<file path="config.mk">
export PLATFORM = sky130hd
export DESIGN_NAME = rr_sel_arbiter_flat
export DESIGN_NICKNAME = d
export VERILOG_FILES = /design/src/rtl/rr_sel_arbiter_pkg.sv /design/src/rtl/rr_sel_arbiter_if.sv /design/src/rtl/rr_sel_arbiter_pick.sv /design/src/rtl/rr_sel_arbiter.sv /design/src/flat_wrapper.sv
export SDC_FILE = /design/constraint.sdc
export NUM_CORES = 1
export LEC_CHECK = 0
export ABC_AREA = 0
export ABC_CLOCK_PERIOD_IN_PS = 2550
export CAP_MARGIN = 20
export CORE_MARGIN = 3
export CORE_UTILIZATION = 40
export CTS_CLUSTER_DIAMETER = 120
export CTS_CLUSTER_SIZE = 14
export DETAILED_ROUTE_END_ITERATION = 7
export PLACE_DENSITY_LB_ADDON = 0.2
export SYNTH_ARGS = -nofsm -noshare
export SYNTH_HDL_FRONTEND = slang
export SYNTH_SLANG_ARGS = --single-unit
</file>
<file path="constraint.sdc">
create_clock -name clk -period 2.55 [get_ports clk]
set_input_delay 0.765 -clock clk [delete_from_list [all_inputs] [get_ports clk]]
set_output_delay 0.765 -clock clk [all_outputs]
set_load 0.005 [all_outputs]
</file>
<file path="src/rtl/rr_sel_arbiter_pkg.sv">
// rr_sel_pkg: shared types and constants for the round-robin select arbiter.
//   state_e   : arbiter FSM state (IDLE, GRANT)
//   NUM_SRC   : number of requesting sources (4)
//   SEL_W     : width of the binary mux select (2)
//   CNT_W     : width of each per-source grant statistics counter (8)
//   onehot()  : binary index -> one-hot grant vector
package rr_sel_pkg;

  localparam int NUM_SRC = 4;
  localparam int SEL_W   = 2;
  localparam int CNT_W   = 8;

  typedef enum logic {
    IDLE  = 1'b0,
    GRANT = 1'b1
  } state_e;

  function automatic logic [NUM_SRC-1:0] onehot(input logic [SEL_W-1:0] idx);
    logic [NUM_SRC-1:0] v;
    v      = '0;
    v[idx] = 1'b1;
    return v;
  endfunction

endpackage

</file>
<file path="src/rtl/rr_sel_arbiter_if.sv">
// rr_sel_arbiter_if: request/grant bundle between the sources and the arbiter.
//   req       : per-source request, bit i selects mux input i
//   done      : single-cycle release pulse from the current owner
//   gnt       : registered one-hot grant
//   sel       : binary index of gnt, drives the 4:1 mux select
//   gnt_valid : high while a grant is held
//   grant_cnt : four 8-bit per-source grant counters, only present when
//               RR_SEL_ARB_STATS_EN is defined
// Modports: master = request side, slave = arbiter side.
interface rr_sel_arbiter_if;
  import rr_sel_pkg::*;

  logic [NUM_SRC-1:0]       req;
  logic                     done;
  logic [NUM_SRC-1:0]       gnt;
  logic [SEL_W-1:0]         sel;
  logic                     gnt_valid;
`ifdef RR_SEL_ARB_STATS_EN
  logic [NUM_SRC*CNT_W-1:0] grant_cnt;
`endif

  modport master (
    output req,
    output done,
    input  gnt,
    input  sel,
    input  gnt_valid
`ifdef RR_SEL_ARB_STATS_EN
    , input grant_cnt
`endif
  );

  modport slave (
    input  req,
    input  done,
    output gnt,
    output sel,
    output gnt_valid
`ifdef RR_SEL_ARB_STATS_EN
    , output grant_cnt
`endif
  );

endinterface

</file>
<file path="src/rtl/rr_sel_arbiter_pick.sv">
// rr_pick: combinational rotate-priority picker.
//   req  : request vector
//   last : index of the previous owner; search starts at (last+1) mod 4
//   idx  : index of the first set request found cyclically
//   any  : at least one request is set
module rr_pick
  import rr_sel_pkg::*;
(
  input  logic [NUM_SRC-1:0] req,
  input  logic [SEL_W-1:0]   last,
  output logic [SEL_W-1:0]   idx,
  output logic               any
);

  logic [SEL_W-1:0] cand;

  always_comb begin
    idx  = '0;
    any  = 1'b0;
    cand = '0;
    // 2-bit addition wraps naturally, giving the cyclic search order.
    for (int k = 1; k <= NUM_SRC; k++) begin
      cand = last + SEL_W'(k);
      if (!any && req[cand]) begin
        idx = cand;
        any = 1'b1;
      end
    end
  end

endmodule

</file>
<file path="src/rtl/rr_sel_arbiter.sv">
// rr_sel_arbiter: 4-source round-robin arbiter whose grant index directly
// drives a 4:1 mux select.
//   clk      : rising-edge clock
//   rst_n    : asynchronous active-low reset
//   bus      : rr_sel_arbiter_if.slave (req, done in; gnt, sel, gnt_valid
//              and optionally grant_cnt out)
// Parameter HOLD_MAX: cycles a grant may be held before forced release
// (0 = unlimited).
// Optional feature macro RR_SEL_ARB_STATS_EN: adds saturating per-source
// grant counters on bus.grant_cnt.
module rr_sel_arbiter
  import rr_sel_pkg::*;
#(
  parameter int HOLD_MAX = 16
) (
  input  logic          clk,
  input  logic          rst_n,
  rr_sel_arbiter_if.slave bus
);

  localparam int HOLD_W = (HOLD_MAX < 1) ? 1 : $clog2(HOLD_MAX + 1);
  localparam logic [HOLD_W-1:0] HOLD_LAST = HOLD_W'((HOLD_MAX > 0) ? HOLD_MAX - 1 : 0);

  state_e             state_q, state_d;
  logic [NUM_SRC-1:0] gnt_q, gnt_d;
  logic [SEL_W-1:0]   sel_q, sel_d;
  logic               gv_q, gv_d;
  logic [SEL_W-1:0]   last_q, last_d;
  logic [HOLD_W-1:0]  hold_q, hold_d;

  logic [SEL_W-1:0]   pick_idx;
  logic               pick_any;
  logic               hold_hit;
  logic               release_grant;
  logic               grant_evt;

  rr_pick u_pick (
    .req  (bus.req),
    .last (last_q),
    .idx  (pick_idx),
    .any  (pick_any)
  );

  // sel_q doubles as the owner index while in GRANT.
  assign hold_hit      = (HOLD_MAX != 0) && (hold_q == HOLD_LAST);
  assign release_grant = bus.done || !bus.req[sel_q] || hold_hit;
  assign grant_evt     = (state_q == IDLE) && pick_any;

  // State register
  always_ff @(posedge clk or negedge rst_n) begin
    if (!rst_n) state_q <= IDLE;
    else        state_q <= state_d;
  end

  // Next-state logic
  always_comb begin
    state_d = state_q;
    case (state_q)
      IDLE:    if (pick_any)      state_d = GRANT;
      GRANT:   if (release_grant) state_d = IDLE;
      default:                    state_d = IDLE;
    endcase
  end

  // Output / datapath next values; all outputs are registered below.
  always_comb begin
    gnt_d  = gnt_q;
    sel_d  = sel_q;
    gv_d   = gv_q;
    last_d = last_q;
    hold_d = hold_q;
    case (state_q)
      IDLE: begin
        gnt_d = '0;
        gv_d  = 1'b0;
        if (pick_any) begin
          gnt_d  = onehot(pick_idx);
          sel_d  = pick_idx;
          gv_d   = 1'b1;
          hold_d = '0;
        end
      end
      GRANT: begin
        if (release_grant) begin
          last_d = sel_q;
          gnt_d  = '0;
          gv_d   = 1'b0;
        end else if (hold_q != {HOLD_W{1'b1}}) begin
          // Saturate rather than wrap so an unlimited hold never aliases.
          hold_d = hold_q + 1'b1;
        end
      end
      default: begin
        gnt_d = '0;
        gv_d  = 1'b0;
      end
    endcase
  end

  always_ff @(posedge clk or negedge rst_n) begin
    if (!rst_n) begin
      gnt_q  <= '0;
      sel_q  <= '0;
      gv_q   <= 1'b0;
      last_q <= SEL_W'(NUM_SRC - 1);
      hold_q <= '0;
    end else begin
      gnt_q  <= gnt_d;
      sel_q  <= sel_d;
      gv_q   <= gv_d;
      last_q <= last_d;
      hold_q <= hold_d;
    end
  end

  assign bus.gnt       = gnt_q;
  assign bus.sel       = sel_q;
  assign bus.gnt_valid = gv_q;

`ifdef RR_SEL_ARB_STATS_EN
  logic [CNT_W-1:0] cnt_q [NUM_SRC];

  always_ff @(posedge clk or negedge rst_n) begin
    if (!rst_n) begin
      for (int i = 0; i < NUM_SRC; i++) cnt_q[i] <= '0;
    end else if (grant_evt && (cnt_q[pick_idx] != {CNT_W{1'b1}})) begin
      cnt_q[pick_idx] <= cnt_q[pick_idx] + 1'b1;
    end
  end

  for (genvar g = 0; g < NUM_SRC; g++) begin : g_cnt_out
    assign bus.grant_cnt[g*CNT_W +: CNT_W] = cnt_q[g];
  end
`else
  logic unused_evt;
  assign unused_evt = grant_evt;
`endif

endmodule

</file>
<file path="src/flat_wrapper.sv">
// flat-port wrapper written by rule: the top's interface ports become plain ports
module rr_sel_arbiter_flat import rr_sel_pkg::*;
#(
  parameter int HOLD_MAX = 16
)
  (clk, rst_n, bus_req, bus_done, bus_gnt, bus_sel, bus_gnt_valid);
  rr_sel_arbiter_if bus_i ();
  input  logic clk;
  input  logic rst_n;
  input wire logic [$bits(bus_i.req)-1:0] bus_req;
  input wire logic [$bits(bus_i.done)-1:0] bus_done;
  output wire logic [$bits(bus_i.gnt)-1:0] bus_gnt;
  output wire logic [$bits(bus_i.sel)-1:0] bus_sel;
  output wire logic [$bits(bus_i.gnt_valid)-1:0] bus_gnt_valid;
  assign bus_i.req = bus_req;
  assign bus_i.done = bus_done;
  assign bus_gnt = bus_i.gnt;
  assign bus_sel = bus_i.sel;
  assign bus_gnt_valid = bus_i.gnt_valid;
  rr_sel_arbiter #(.HOLD_MAX(HOLD_MAX)) u_core (.clk(clk), .rst_n(rst_n), .bus(bus_i));
endmodule
</file>
# Word level (Yosys, flattened, before mapping)
# Index checks and enable logic that the tools add are counted.
# totals
ff_bits	15
inputBits	7
output_inout_bits	7
# classes
addsub	4
n_lt_le_gt_ge	7
n_eq_ne	6
n_mux	32
bitwise_logic	1
reduce_logical	13
# ops
operator	count
$lt 2x3->1 const B	6
$mux 5	3
$mux 1	13
$bmux 1 s2	5
$pmux 5 s2	1
$mux 2	4
$mux 4	2
$pmux 4 s2	1
$ne 2x2->1 const B	3
$add 5x1->5 const B	1
$eq 5x4->1 const B	1
$ne 5x5->1 const B	1
$add 2x2->2 const B	2
$logic_and 1x1->1	4
$logic_not 1->1	4
$pmux 1 s2	2
$reduce_and 2->1	2
$reduce_and 3->1	1
$add 2x1->2 const B	1
$demux 1 s2	1
$ge 2x1->1 const B	1
$logic_or 1x1->1	2
$ne 2x1->1 const B	1
$not 1->1	1

# Logic depth before layout (Yosys ltp)
# depth
ltp_word	19
mapped_depth	8
mapped_depth_nobuf	7

# Cells and area by module
# Synthesis repeated with hierarchy kept, for this count alone.
# unflattened
hier_cells	84
area_unflattened_um2	874.6
# modules_own_cells
module	n_inst	cells_each	area_per_inst_um2
rr_sel_arbiter	1	70	783.3
rr_pick	1	14	91.3

# Worst setup path after synthesis
# Ideal clock, no wire load.
# synth_timing
path_type	input -> register
from	in bus_req[3]
to	reg u_core.gnt_q[0] (netlist: u_core.bus.gnt[0])
setup_time_ns	0.121
t_arrival_ns	1.768
required_ns	2.429
path_slack_ns	0.661
path_stages	4
path_buffers	1
cell_sequence	mux4_2 -> and3_1 -> buf_6 -> a22o_1
# synth_between
elab_chain_cells	18
elab_cells_between_ends	35
# synth_lines
element	line_no	source
start, declared	flat_wrapper.sv:10	input wire logic [$bits(bus_i.req)-1:0] bus_req;
$bmux 1 s2	rr_sel_arbiter_pick.sv:24	if (!any && req[cand]) begin
$mux 1 (implied by the code)	rr_sel_arbiter_pick.sv:24	
$mux 1	rr_sel_arbiter_pick.sv:24	
$logic_not 1->1	rr_sel_arbiter_pick.sv:24	
$logic_and 1x1->1	rr_sel_arbiter_pick.sv:24	
$mux 1	rr_sel_arbiter_pick.sv:24	
$logic_not 1->1	rr_sel_arbiter_pick.sv:24	
$logic_and 1x1->1	rr_sel_arbiter_pick.sv:24	
[2 not listed]	-	
$logic_and 1x1->1	rr_sel_arbiter_pick.sv:24	
$mux 2	rr_sel_arbiter_pick.sv:24	
$lt 2x3->1 (implied by the code) / $ge 2x1->1 (equally long branches)	rr_sel_arbiter_pkg.sv:21	v[idx] = 1'b1;
$logic_and 1x1->1 (implied by the code)	rr_sel_arbiter_pkg.sv:21	
$mux 1 (implied by the code)	rr_sel_arbiter_pkg.sv:21	
$demux 1 s2	-	
$mux 4	rr_sel_arbiter.sv:76	if (pick_any) begin
$pmux 4 s2	rr_sel_arbiter.sv:72	case (state_q)
end signal, assigned	rr_sel_arbiter.sv:108	gnt_q <= gnt_d;
end, declared	rr_sel_arbiter.sv:25	logic [NUM_SRC-1:0] gnt_q, gnt_d;
# Several ways; a longest one is shown, not always the timed one. The select of a mux whose other input is x is not followed.
# A chain may end at the register's enable or synchronous reset.

# Worst setup path after layout
# layout_timing
from	in bus_req[2]
to	reg u_core.last_q[1]
# layout_between
elab_chain_cells	6
# layout_lines
element	line_no	source
$bmux 1 s2	rr_sel_arbiter.sv:46	assign release_grant = bus.done || !bus.req[sel_q] || hold_hit;
$mux 1 (implied by the code)	rr_sel_arbiter.sv:46	
$logic_not 1->1	rr_sel_arbiter.sv:46	
$logic_or 1x1->1 (2 in a row)	rr_sel_arbiter.sv:46	
$reduce_and 2->1 (no line)	-	
end signal, assigned	rr_sel_arbiter.sv:105	last_q <= SEL_W'(NUM_SRC - 1);
end signal, assigned	rr_sel_arbiter.sv:111	last_q <= last_d;
end, declared	rr_sel_arbiter.sv:28	logic [SEL_W-1:0] last_q, last_d;
# Every way passes these cells. The select of a mux whose other input is x is not followed.

==> metrics.md <==
| Metric | Value |
|---|---|
| Slew HR | 55.3% |
| DP HPWL | 1350 µm |
| Synth area leader | dfrtp_1 |
| Clk buf depth | 2 |
| Worst reg2reg path depth | 7 |
| H-tree depth | 1 |
| Grt total ovfl | 0 |
| Top-count cell post-synth | dfrtp_1 |
| Post-CTS Setup Bufs | 0 |
| CTS Root Cell | clkbuf_4 |
| DR pass1 iterations | 3 |
| Multi-input gate area | 385 µm² |
| Post_cts resized | 0 |
| Status | completed |
| Number of placement rows | 15 |
| Placed Area | 955 µm² |
| Register area | between 300 and 400 µm² |
| CTS tree | done |
| Drt via density | between 5 and 6 |
| Final Cell Area | between 900 and 1000 µm² |
| Vias in the first global route | 675 |
| Final period util | 83.9% |
| CP max FO | 5 |
| Arr. time, crit path | 2.34 ns |
| Top FF cell, synth | dfrtp_1 |
| Global router's overall resource usage | between 10% and 20% |
| Top cells by area, synth | dfrtp_1 41%, dfstp_2 6.6%, ha_1 4.7%, o21ai_0 3.8%, nand2_1 3.8% |
| Average wire per standard cell | 14.4 µm |
| FF-to-FF End | u_core.hold_q[4] |
| Tmin final | roughly 2.1 ns |
| Die area | 2550 µm² |
| Die width | 50.5 µm |
| First-pass GRT wire length | a little over 3000 µm |
| Utilization after layout | 54.4% |
| DRC | 0 |
| CTS buffer count | 3 |
| Peak supply drop | approximately 0.48 mV |
| Setup Skew | 0.00504 ns |
| Layout cells sized above 1 | 14.9% |
| Final number of hold-violating endpoints | 0 |
| Worst-skew pair later-pin latency | around 0.27 ns |
| HP Class | reg -> reg |
| Hold buffer count at cts | 0 |
| Syn Area/Cell | 10.3 µm² |
| Post-synth EDFFs | 0 |
| Gpl congestion | 0.771 |
| Synth async-reset ratio | 100% |
| Hold_sp | u_core.bus.gnt_valid |
| Post-synthesis sequential area ratio | 47.8% |
| Hold EP | u_core.bus.gnt_valid |
| Slew Viols, Final | 0 |
| Starting Density | a little over two fifths |
| Top cell type's share of synthesized area | 41.1% |
| # setup viols final | 0 |
| Clock-pin slew on the worst setup and hold paths | 0.09 ns |
| Worst Tran Pin Value | around 0.67 ns |
| Worst setup SP type | primary input |
| Largest net degree at the start of global routing | 16 |
| Critical path capture point type | flip-flop |
| Die Ht | 50.5 µm |
| Vias | ~630 |
| Worst R2R Setup Slack | 0.45 ns |
| Lkg Pwr | 0.434 nW |
| Max Freq | around 470 MHz |
| Setup TNS | 0 ns |
| Net Count, Synth | 87 |
| PwrDens | 980 nW/µm² |
| Min-Delay Path Depth | 2 |
| PortBufs | 13 |
| Layout fillers | 175 |
| Antenna Nets Post-Route | 0 |
| Syn Inst Count | 77 |
| Crit path required time | about 2.8 ns |
| Antenna violations before repair | 0 |
| RSZ-0062 raised after global routing | no |
| Antenna diode count | 0 |
| P&R area growth vs syn | 24.1% |
| Max-cap violations | 0 |
| Crit Path Category | in -> reg |
| Post-Synthesis Cell Area | 791 µm² |
| Worst r2r src | u_core.hold_q[0] |
| Io pins | 14 |
| Count of cell types in the netlist | 32 |
| Most frequent cells after synthesis | 13 x dfrtp_1, 8 x nand2_1, 7 x nor2_1 |
| TritonCTS Sinks | 15 |
| Yosys warns | 0 |
| Routed WL | 1710 µm |
| CORE AREA | 1800 µm² |
| Nets@finish | 105 |
| Seq cells post-synth | 15 |
| Initial drt markers | 16 |
logic make-up after synthesis:
family | after synthesis | synth area share, %
and+or+nand+nor | 31 | 20.3
buffers and inverters | 5 | 3.48
DFF | 15 | 47.8
muxes | 5 | 8.23
adders and majority gates | 3 | 4.75
xor gates and xnor gates | 2 | 2.22
AOI/OAI and AO/OA | 16 | 13.3
through the flow:
step | hold slack (ns) | instances | total power, mW | setup slack (ns)
2_1_floorplan | 0.467 | 77 | 0.655 | 0.661
3_3_place_gp | 0.485 | 115 | 0.822 | 0.157
3_5_place_dp | 0.476 | 115 | 0.836 | 0.108
4_1_cts | 0.499 | 119 | 0.971 | 0.409
5_1_grt | 0.525 | 119 | 1.05 | 0.259
6_report | 0.494 | 119 | 0.962 | 0.411
cells in the final DEF, fill, tap and decap left out:
master,netlist,routed
buf_4,0,3
ha_1,3,3
o21ai_0,6,6
clkdlybuf4s50_1,0,13
clkbuf_1,1,1
mux2_2,2,2
o22ai_1,1,1
and2_1,1,1
inv_1,2,2
or2_2,1,1
xor2_1,2,2
nand3b_1,1,1
nand2b_1,3,3
o31ai_2,1,1
mux2i_1,2,2
a21boi_1,1,1
a211o_1,1,1
nand3_1,3,3
a211oi_1,1,1
a22o_1,2,2
and3_1,3,3
dfrtp_1,13,13
nor4_1,1,1
dfstp_2,2,2
nor3_2,1,1
nor4b_1,1,1
nand2_1,8,8
mux4_2,1,1
or2_1,1,1
clkbuf_4,0,3
nor2_1,7,7
a21oi_1,2,2
o21ai_1,1,1
how the worst max path moves through the flow:
| stage | startpoint | end | slack (ns) |
|---|---|---|---|
| floorplan | bus_req[3] | u_core.bus.gnt[0] | 0.66 |
| global placement | bus_req[2] | u_core.last_q[0] | 0.16 |
| detailed placement | bus_req[2] | u_core.last_q[0] | 0.11 |
| finish | bus_req[2] | u_core.last_q[1] | 0.41 |
| global route | u_core.hold_q[0] | u_core.hold_q[0] | 0.26 |
| CTS | bus_req[2] | u_core.last_q[1] | 0.41 |
routing by layer:
metal  share of wire, %  up-vias  GRT usage (%)
met2                 47        8           25.7
li1                   -      309              -
met3                3.0        2           3.86
met5                  0        -              0
met4               0.70        0           4.04
met1                 49      314           21.1
where the power goes:
group | internal [mW] | switching [mW] | leakage, nW
clock network | 0.0606 | 0.0706 | 0.0150
registers | 0.337 | 0.0966 | 0.190
logic | 0.222 | 0.176 | 0.229
worst max-delay path, cell delays in order:
cell and delay, ns:
clkdlybuf4s50_1 0.46, mux4_2 0.53, a21boi_1 0.22, mux2_2 0.36
final cells by class:
type                    count  area share, %
repair buffers             16           15.6
clock buffers               4           2.68
multi-input cells          57           39.3
inverters                   2          0.765
flip-flops and latches     15           38.5
well taps                  25           3.19
flip-flops by register name, indices dropped and copies added (netlist names):
name / flops
u_core.hold_q: 5
u_core.bus.gnt: 4
u_core.bus.sel: 2
u_core.last_q: 2
u_core.bus.gnt_valid: 1
u_core.state_q: 1
Note: power is estimated with default switching activity, not from simulation.
